==> src/rtl/fetch_pc_ctrl.sv <==
// -----------------------------------------------------------------------------
// fetch_pc_ctrl
//
// Fetch-stage program-counter controller placed in front of the branch target
// buffer. It drives the BTB lookup address, uses the BTB hit and target to pick
// the next fetch PC, and keeps a small FIFO of taken predictions that are still
// in flight. When a branch resolves in EX, the FIFO head is compared with the
// real outcome. On a mispredict the controller flushes, redirects the PC, and
// schedules a BTB update write.
//
// Parameters
//   RESET_PC        fetch address loaded by reset
//   QDEPTH          prediction-queue entries (power of two, >= 2)
//
// Ports
//   clk, rst        clock; synchronous active-high reset
//   stall           IF/ID hold request from hazard logic
//   pc_if           current fetch PC (BTB pc_in and I-memory address)
//   bp_hit          BTB hit for pc_if
//   bp_target       BTB predicted target for pc_if
//   fetch_valid     IF/ID may capture the instruction at pc_if this cycle
//   pred_taken_if   captured instruction was predicted taken
//   ex_valid        a valid instruction occupies EX
//   ex_is_br        EX instruction is a branch or jump
//   ex_pc           PC of the EX instruction
//   ex_taken        resolved branch direction
//   ex_target       resolved branch target
//   flush           kills IF/ID and ID/EX contents (combinational)
//   br_update       BTB write strobe (registered, one cycle)
//   target_pc       BTB write target (registered)
//   pc_ex           BTB write index/tag PC (registered)
//   mispredict_cnt  saturating count of mispredict cycles
// -----------------------------------------------------------------------------
module fetch_pc_ctrl #(
  parameter logic [31:0] RESET_PC = 32'h0000_0000,
  parameter int          QDEPTH   = 4
) (
  input  logic        clk,
  input  logic        rst,
  input  logic        stall,
  output logic [31:0] pc_if,
  input  logic        bp_hit,
  input  logic [31:0] bp_target,
  output logic        fetch_valid,
  output logic        pred_taken_if,
  input  logic        ex_valid,
  input  logic        ex_is_br,
  input  logic [31:0] ex_pc,
  input  logic        ex_taken,
  input  logic [31:0] ex_target,
  output logic        flush,
  output logic        br_update,
  output logic [31:0] target_pc,
  output logic [31:0] pc_ex,
  output logic [15:0] mispredict_cnt
);

  localparam int AW = (QDEPTH > 1) ? $clog2(QDEPTH) : 1;
  localparam int CW = AW + 1;   // count must be able to hold QDEPTH itself

  // ---------------------------------------------------------------------------
  // State
  // ---------------------------------------------------------------------------
  logic [31:0]   pc_reg, pc_next;
  logic [AW-1:0] head_reg, head_next;
  logic [AW-1:0] tail_reg, tail_next;
  logic [CW-1:0] count_reg, count_next;
  logic          br_update_reg, br_update_next;
  logic [31:0]   target_pc_reg, target_pc_next;
  logic [31:0]   pc_ex_reg, pc_ex_next;
  logic [15:0]   mp_cnt_reg, mp_cnt_next;

  // Prediction-queue storage, one slot per generate instance
  logic [31:0]   slot_pc  [QDEPTH];
  logic [31:0]   slot_tgt [QDEPTH];

  // ---------------------------------------------------------------------------
  // Resolution logic
  // ---------------------------------------------------------------------------
  logic        q_empty;
  logic        q_full;
  logic [31:0] head_pc;
  logic [31:0] head_tgt;
  logic        head_match;
  logic        pop_ok;
  logic        mp_seq;       // predicted taken but falls through
  logic        mp_tgt;       // actually taken but not predicted this way
  logic        mp;
  logic [31:0] correct_pc;
  logic        push;

  assign q_empty  = (count_reg == '0);
  assign q_full   = (count_reg == CW'(QDEPTH));
  assign head_pc  = slot_pc[head_reg];
  assign head_tgt = slot_tgt[head_reg];

  assign head_match = ex_valid && !q_empty && (head_pc == ex_pc);
  assign pop_ok     = head_match && ex_is_br && ex_taken && (head_tgt == ex_target);

  // A head match on a non-branch (false BTB hit) or a not-taken branch means
  // fetch went to the wrong target; the correct path is the fall-through.
  assign mp_seq = head_match && (!ex_is_br || !ex_taken);

  // Any taken branch that did not pop a matching prediction was fetched down
  // the wrong path: either no prediction at all, or the predicted target
  // differs. Both cases redirect to ex_target. This is also the exact
  // condition for a BTB update.
  assign mp_tgt = ex_valid && ex_is_br && ex_taken && !pop_ok;

  assign mp         = mp_seq || mp_tgt;
  assign correct_pc = mp_seq ? (ex_pc + 32'd4) : ex_target;

  // A hit while the queue is full can only be accepted if a pop frees a slot
  // in the same cycle.
  assign fetch_valid   = !rst && !mp && !stall && !(bp_hit && q_full && !pop_ok);
  assign pred_taken_if = fetch_valid && bp_hit;
  assign push          = fetch_valid && bp_hit;
  assign flush         = mp;

  // ---------------------------------------------------------------------------
  // Next-state logic
  // ---------------------------------------------------------------------------
  always_comb begin
    pc_next = pc_reg + 32'd4;
    if (mp) begin
      pc_next = correct_pc;
    end else if (!fetch_valid) begin
      pc_next = pc_reg;
    end else if (bp_hit) begin
      pc_next = bp_target;
    end
  end

  always_comb begin
    head_next  = head_reg;
    tail_next  = tail_reg;
    count_next = count_reg;
    if (mp) begin
      // Everything still queued was fetched down the wrong path.
      head_next  = '0;
      tail_next  = '0;
      count_next = '0;
    end else begin
      if (push) begin
        tail_next = tail_reg + AW'(1);
      end
      if (pop_ok) begin
        head_next = head_reg + AW'(1);
      end
      case ({push, pop_ok})
        2'b10:   count_next = count_reg + CW'(1);
        2'b01:   count_next = count_reg - CW'(1);
        default: count_next = count_reg;
      endcase
    end
  end

  always_comb begin
    br_update_next = mp_tgt;
    target_pc_next = target_pc_reg;
    pc_ex_next     = pc_ex_reg;
    if (mp_tgt) begin
      target_pc_next = ex_target;
      pc_ex_next     = ex_pc;
    end
  end

  always_comb begin
    mp_cnt_next = mp_cnt_reg;
    if (mp && (mp_cnt_reg != 16'hFFFF)) begin
      mp_cnt_next = mp_cnt_reg + 16'd1;
    end
  end

  // ---------------------------------------------------------------------------
  // Registers
  // ---------------------------------------------------------------------------
  always_ff @(posedge clk) begin
    if (rst) begin
      pc_reg        <= RESET_PC;
      head_reg      <= '0;
      tail_reg      <= '0;
      count_reg     <= '0;
      br_update_reg <= 1'b0;
      target_pc_reg <= '0;
      pc_ex_reg     <= '0;
      mp_cnt_reg    <= '0;
    end else begin
      pc_reg        <= pc_next;
      head_reg      <= head_next;
      tail_reg      <= tail_next;
      count_reg     <= count_next;
      br_update_reg <= br_update_next;
      target_pc_reg <= target_pc_next;
      pc_ex_reg     <= pc_ex_next;
      mp_cnt_reg    <= mp_cnt_next;
    end
  end

  // Queue slots carry no reset: count/head/tail define which are meaningful.
  // push is already low during reset and mispredict via fetch_valid.
  genvar gi;
  generate
    for (gi = 0; gi < QDEPTH; gi++) begin : g_slot
      logic [31:0] pc_slot_reg;
      logic [31:0] tgt_slot_reg;

      always_ff @(posedge clk) begin
        if (push && (tail_reg == AW'(gi))) begin
          pc_slot_reg  <= pc_reg;
          tgt_slot_reg <= bp_target;
        end
      end

      assign slot_pc[gi]  = pc_slot_reg;
      assign slot_tgt[gi] = tgt_slot_reg;
    end
  endgenerate

  // ---------------------------------------------------------------------------
  // Outputs
  // ---------------------------------------------------------------------------
  assign pc_if          = pc_reg;
  assign br_update      = br_update_reg;
  assign target_pc      = target_pc_reg;
  assign pc_ex          = pc_ex_reg;
  assign mispredict_cnt = mp_cnt_reg;

endmodule

==> config.mk <==
export PLATFORM = sky130hd
export DESIGN_NAME = fetch_pc_ctrl
export DESIGN_NICKNAME = d
export VERILOG_FILES = /design/src/rtl/fetch_pc_ctrl.sv
export SDC_FILE = /design/constraint.sdc
export NUM_CORES = 1
export LEC_CHECK = 0
export CAP_MARGIN = 20
export CORE_ASPECT_RATIO = 0.9
export CORE_UTILIZATION = 58
export CTS_BUF_LIST = sky130_fd_sc_hd__clkbuf_4
export CTS_CLUSTER_SIZE = 12
export DETAILED_ROUTE_END_ITERATION = 8
export GPL_ROUTABILITY_DRIVEN = 0
export PLACE_DENSITY = 0.88
export SLEW_MARGIN = 20
export SYNTH_ARGS = -nofsm -noshare
export SYNTH_HDL_FRONTEND = slang
export SYNTH_SLANG_ARGS = --single-unit
==> constraint.sdc <==
create_clock -name clk -period 6.2 [get_ports clk]
set_input_delay 0.93 -clock clk [delete_from_list [all_inputs] [get_ports clk]]
set_output_delay 0.93 -clock clk [all_outputs]
set_load 0.05 [all_outputs]
==> results of run 1 <==
==> power by group through the flow <==
stage          clock, mW  sequential, mW  combinational [mW]
2_1_floorplan          0            2.93               0.208
6_report            2.27            2.80               0.592
3_5_place_dp           0            2.85               0.569
4_1_cts             2.28            2.80               0.573
5_1_grt             2.42            2.80               0.609
3_3_place_gp           0            2.85               0.558
==> critical path, stage by stage, from the launching register on <==
cell	delay, ns
dfxtp_4	0.95
buf_4	0.46
mux4_2	0.61
xnor2_1	0.42
o211ai_1	0.16
nor4_1	0.35
nand4_1	0.20
nor4_2	0.21
buf_4	0.28
o2111a_1	0.45
buf_12	0.19
==> final timing paths <==
| path | depth (start not counted) | from | endpoint |
|---|---|---|---|
| min reg2reg | 2 | pc_ex[19] | pc_ex[19] |
| max | 10 | head_reg[0] | pred_taken_if |
| min | 2 | pc_ex[19] | pc_ex[19] |
| max reg2reg | 11 | head_reg[0] | g_slot[2].tgt_slot_reg[17] |
==> cell type report <==
type | instances | area, um^2 | share of cell area (%)
Clock buffer | 142 | 1066 | 5.049
Timing Repair Buffer | 242 | 2435 | 11.53
Multi-Input combinational cell | 922 | 6610 | 31.30
Antenna cell | 1 | 2.502 | 0.01185
Inverter | 46 | 172.7 | 0.8177
Tap cell | 396 | 495.5 | 2.347
Sequential cell | 376 | 10090 | 47.81
Clock inverter | 26 | 239.0 | 1.132
==> cell usage in the layout (no fill, tap or decap), drive strengths merged, types with 21 or more instances in the layout <==
| cell | count |
|---|---|
| mux2 | 27 |
| xnor2 | 94 |
| clkdlybuf4s50 | 213 |
| nand3 | 39 |
| clkinv | 22 |
| inv | 45 |
| o21ai | 43 |
| nand2 | 191 |
| mux4 | 37 |
| edfxtp | 256 |
| a221oi | 21 |
| buf | 29 |
| clkbuf | 142 |
| dfxtp | 120 |
| mux2i | 65 |
| nand4 | 31 |
| nor2 | 42 |
| a21oi | 82 |
| a22oi | 30 |
==> layer usage <==
metal	track usage (%)	vias to the layer above	share of wire, %
met1	46.17	6573	36
met4	19.05	0	6.3
met3	13.18	293	16
met2	53.37	1269	43
li1	-	5911	-
met5	0	-	0
==> stage by stage <==
step                instances  hold WS [ns]
floorplan                1426        0.5029
global placement         1982        0.4405
detailed placement       1982        0.4471
CTS                      2150        0.4545
global route             2151        0.4730
finish                   2151        0.4519
==> cells by family after synthesis <==
logic type | count (synthesis)
adders and majority gates | 9
AOI/OAI and AO/OA | 264
muxes | 129
buffers and inverters | 128
xor gates and xnor gates | 110
and+or+nand+nor | 410
DFF | 376
==> metrics.md, run 1 <==
| Metric | Value |
|---|---|
| Mux cell area share after synthesis | 10.41% |
| Simple-gate area share of the yosys netlist | roughly 11% |
| Post-synthesis sequential element count | 376 |
| Top_reg_cell synth | edfxtp_1 |
| Clock skew | 0.06399 ns |
| Drt initial violations | 2122 |
| Max Fclk | 0.1675 GHz |
| All-layer global routing usage | 35.95% |
| Clock sinks | about 380 |
| Area grow syn2layout | 22.46% |
| Setup bufs post-CTS | 0 |
| Commonest cells post-synth | edfxtp_1 (256), nand2_1 (191), dfxtp_1 (120) |
| Count of final max-slew check failures | 0 |
| # resized after CTS | 0 |
| Initial antenna violation count | 1 |
| First-pass GRT wire length | 79.85 mm |
| Clk pwr share | 40.1% |
| Filler instances | 1888 |
| Detailed Place HPWL | roughly 38 mm |
| CP Launch Type | register |
| TritonCTS clock tree | yes |
| Synth warn | 0 |
| Final period util | a little over nine tenths |
| Combinational Power Share | 10.5% |
| Pwr Density | between 200 and 300 nW/um^2 |
| Post-synth cell types | 71 |
| Pre-CTS setup slack | 0.8273 ns |
| H-tree levels | 3 |
| Final instance area | about 21000 um^2 |
| Die area | 30420 um^2 |
| Min Tclk post-route | 5.970 ns |
| Post-CTS Hold Fix Bufs | 0 |
| Via count | roughly 14000 |
| Slew at the pin with the worst max-slew slack | ~1.2 ns |
| CP Capture Type | output port |
| Synth Area in Compound Gates | approximately 10% |
| DRC viols | 16 |
| DR WL/cell | 25.38 um |
| Switching part of the total | between 20% and 30% |
| Initial Util | 59.28% |
| FF-to-FF setup slack | slightly above 0.8 ns |
| Largest net degree at the start of global routing | 73 |
| CTS Buf Count | 94 |
| Remaining antenna violation count | 0 |
| IR drop worst, VDD | 0.1675 mV |
| Core outline area | a little under 30000 um^2 |
| Register area share after synthesis | 58.52% |
| Unrepaired setup endpoints after global routing | no |
| Syn Std Cell Area | roughly 17000 um^2 |
| Synth Area in Adders | 0.6966% |
| Clk root buf | clkbuf_4 |
| Worst path required time | 5.27 ns |
| Area of placed instances | 19810 um^2 |
| Clock Tree Buf Depth | 3 |
| Critical Setup Path Class | register to output port |
| Fin nets | approximately 1800 |
| Dominant cell type by area after synthesis | edfxtp_1 |
| Final wirelength | ~55 mm |
| Status | finished with violations |
| Relative max-transition margin | 23.08% |
| Count leader, synth | edfxtp_1 |
| P_int | 4.201 mW |
| TNS Setup | 0 ns |
| Crit path DAT | between 5 and 6 ns |
| Reg clk slew, reported paths | ~0.080 ns |
| Sequential power share | 49.5% |
| Chip height | 165.6 um |
| Worst Hold Class | register to register |
| Total grt overflow | 0 |
| Vias in the first global route | around 13000 |
| Total chip power | 5.664 mW |
| CP Max Fanout | 52 |
| Clk Latency, worst-skew pair | 0.76 ns |
| I/O Buffers | 218 |
| DR pass1 iterations | 9 |
| Post-synth ARST share | 0% |
| Psw | 1.463 mW |
| Row count | 59 |
| Failing checks | design-rule violations |
| Layout cells sized above 1 | 15.74% |
| XOR/XNOR Fraction of Synth Area | 5.587% |
| Maximum capacitance violations | 0 |
| Ports | 219 |
| Final Hold Violating Endpoints | 0 |
| Synth top area share | 44.58% |
| Syn avg cell area | 12.09 um^2 |
| Post-synth EDFFs | around 260 |
| Final setup fails | 0 |
| Top post-synthesis cells by area | edfxtp_1 (45%), dfxtp_1 (14%), xnor2_1 (4.8%) |
| Via-per-instance ratio | 6.530 |
| Mapped Nets | 1538 |
| Largest family of logic cells by synthesized area | simple AND/OR/NAND/NOR gates |
| Synth Instances | 1426 |
| P_leak | 6.864 nW |
| Chip width | 183.7 um |
| Setup WS post-layout | 0.2303 ns |
| Core Util, Final | between 70% and 80% |
Power figures use the tool's default switching activity.
==> run 2, diff against run 1 <==
- GPL_ROUTABILITY_DRIVEN: 0 -> not set
- SLEW_MARGIN: 20 -> not set
==> run 2 against run 1 <==
Against the previous run:
- the run now ends clean
- sequential share of layout area about the same
- critical path depth down 1
- critical endpoint unchanged
- clock power down 7%
- largest power group unchanged
- critical path type unchanged
==> metrics.md, run 2 (synthesis results as in run 1) <==
| Metric | Value |
|---|---|
| Status | finished clean |
| Hold EP | target_pc[13] |
| Die area | 30420 um^2 (unchanged) |
| Max Fclk | 0.1664 GHz (-0.68%) |
| Core Util, Final | 72.56% (about the same) |
| Clock skew | 0.08726 ns (+0.02326 ns) |
| Relative max-transition margin | 34.83% (+12 points) |
| Most frequent cells in the layout | edfxtp_1 (256), clkdlybuf4s50_1 (213), nand2_1 (191), clkbuf_4 (149), dfxtp_1 (118) |
| Slew at the pin with the worst max-slew slack | 0.9765 ns (-0.1773 ns) |
| CP Capture Type | output port |
| Worst hold start | target_pc[13] |
| Most frequent CP cell | buf_4 |
| Clock sinks | 376 (unchanged) |
| Final wirelength | 57.65 mm (+5.6%) |
| Ports | 219 (unchanged) |
| Core outline area | 29090 um^2 (unchanged) |
| Met3 global-route usage | 8.882% (-4.3 points) |
| Fin nets | 1797 (+0.17%) |
| Maximum capacitance violations | 0 (unchanged) |
| Critical Setup Path Class | register to output port |
| CP Launch Type | register |
| H-tree levels | 3 (unchanged) |
| Area grow syn2layout | 22.40% (about the same) |
| RR Startpoint | head_reg[1] |
| RD Place Congestion | 0.9981 |
| Crit path DAT | 5.08 ns (+0.04 ns) |
| Reg clk slew, reported paths | 0.08 ns (about the same) |
| Crit-path cells | buf_4 -> mux4_2 -> xnor2_1 -> o221ai_1 -> or3b_1 -> nor4_2 -> buf_4 -> o2111a_1 -> buf_12 |
| Total chip power | 5.509 mW (-2.7%) |
| Layout cells sized above 1 | 16.15% (+0.41 points) |
| FF-to-FF setup slack | 0.86 ns (+0.03 ns) |
| I/O Buffers | 218 (unchanged) |
| Pwr Density | 261.0 nW/um^2 (-2.7%) |
| Initial antenna violation count | 1 (unchanged) |
| Count of final max-slew check failures | 0 (unchanged) |
| GR Util met2 | 57.13% (+3.8 points) |
| First-pass GRT wire length | 82.83 mm (+3.7%) |
| Chip height | 165.6 um (unchanged) |
| Worst r2r dst | g_slot[2].tgt_slot_reg[27] |
| Post-CTS Hold Fix Bufs | 0 (unchanged) |
| Initial Util | 59.28% (unchanged) |
| Clock Tree Buf Depth | 3 (unchanged) |
| Row count | 59 (unchanged) |
| Final instance area | 21110 um^2 (about the same) |
| Final Hold Violating Endpoints | 0 (unchanged) |
| Inst Count DP | 1987 (+0.25%) |
| Worst hold stages | 2 (unchanged) |
| Crit path max-delay cell type | dfxtp_2 |
| Final setup fails | 0 (unchanged) |
| R2r worst-path depth | 10 (-1) |
| All-layer global routing usage | 38.21% (+2.3 points) |
| Worst path required time | 5.27 ns (about the same) |
| Setup bufs post-CTS | 0 (unchanged) |
| DR pass1 iterations | 6 (-3) |
| P_leak | 6.863 nW (about the same) |
| GRT busiest layer | met2 |
| Vias in the first global route | 12980 (-3.5%) |
| Clk root buf | clkbuf_4 |
| Worst Hold Class | register to register |
| Detailed Place HPWL | 41.55 mm (+9.9%) |
| Chip width | 183.7 um (unchanged) |
| Remaining antenna violation count | 0 (unchanged) |
| Area of placed instances | 19870 um^2 (+0.32%) |
| Total grt overflow | 0 (unchanged) |
| Largest net degree at the start of global routing | 71 (-2.7%) |
| Commonest non-fill, non-tap cell in the layout | edfxtp_1 |
| CTS Buf Count | 92 (-2.1%) |
| Final period util | 96.95% (+0.66 points) |
| Clk Latency, worst-skew pair | 0.79 ns (+0.03 ns) |
| Met1 Use GR | 53.78% (+7.6 points) |
| Layout Cells excl Fill | 2156 (+0.23%) |
| Unrepaired setup endpoints after global routing | no |
| TritonCTS clock tree | yes |
| Min Tclk post-route | 6.011 ns (+0.04117 ns) |
| # resized after CTS | 0 (unchanged) |
| DRC viols | 0 (-16) |
| Via-per-instance ratio | 6.361 (-2.6%) |
| IR drop worst, VDD | 0.2032 mV (+21%) |
| Via count | 13710 (-2.4%) |
| Drt initial violations | 1790 (-16%) |
| TNS Setup | 0 ns (unchanged) |
| CP max stage delay | 0.96 ns (about the same) |
| DR WL/cell | 26.74 um (+5.4%) |
| CP Max Fanout | 30 (-42%) |
## run 2: cell types whose count changed in the layout (fill, tap and decap cells not counted), sizes merged
cell / delta
clkbuf: +7
buf: +5
clkinv: -5
bufinv: -4
clkinvlp: +1
inv: +1
## run 2: area by class of cell
cell class                 instances  area (um^2)
fill                            2015         7980
timing repair buffer             247         2497
tap                              396        495.5
sequential                       376        10090
clock buffer                     149         1119
inverter                          46        172.7
clock inverter                    19        113.9
antenna                            1        2.502
multi-input combinational        922         6610
## run 2: worst max path at each step
stage                           start                        to  slack, ns  depth (start not counted)
after floorplan             ex_pc[23]  g_slot[0].pc_slot_reg[0]       0.86                         10
after global placement       ex_pc[5]              count_reg[2]       0.75                         16
after detailed placement     ex_pc[5]              count_reg[2]       0.68                         16
after CTS                 head_reg[0]             pred_taken_if       0.22                         10
after global routing      head_reg[0]             pred_taken_if       0.06                         10
final                     head_reg[1]             pred_taken_if       0.19                          9
## run 2: layer usage
metal	share of wire, %	wire length [um]
met1	39	22350
met2	44	25370
met3	13	7596
met4	4.1	2335
met5	0	0
## run 2: power by group
group	internal [mW]	total, mW	switching (mW)
Combinational	0.219	0.597	0.379
Sequential	2.73	2.80	0.0643
Clock	1.13	2.12	0.987
## run 2: stage by stage
| stage | hold WS [ns] | setup slack (ns) |
|---|---|---|
| global placement | 0.4418 | 0.7509 |
| global route | 0.4708 | 0.06081 |
| detailed placement | 0.4463 | 0.6824 |
| floorplan | 0.5029 | 0.8582 |
| CTS | 0.4554 | 0.2236 |
| finish | 0.4528 | 0.1891 |
## run 2: critical path, delay by kind of cell, from the launching register on
kind,cells,cell delay [ns]
DFF,1,0.96
AOI/OAI and AO/OA,2,0.79
buffers and inverters,3,0.88
muxes,1,0.39
xor gates and xnor gates,1,0.55
and+or+nand+nor,2,0.69
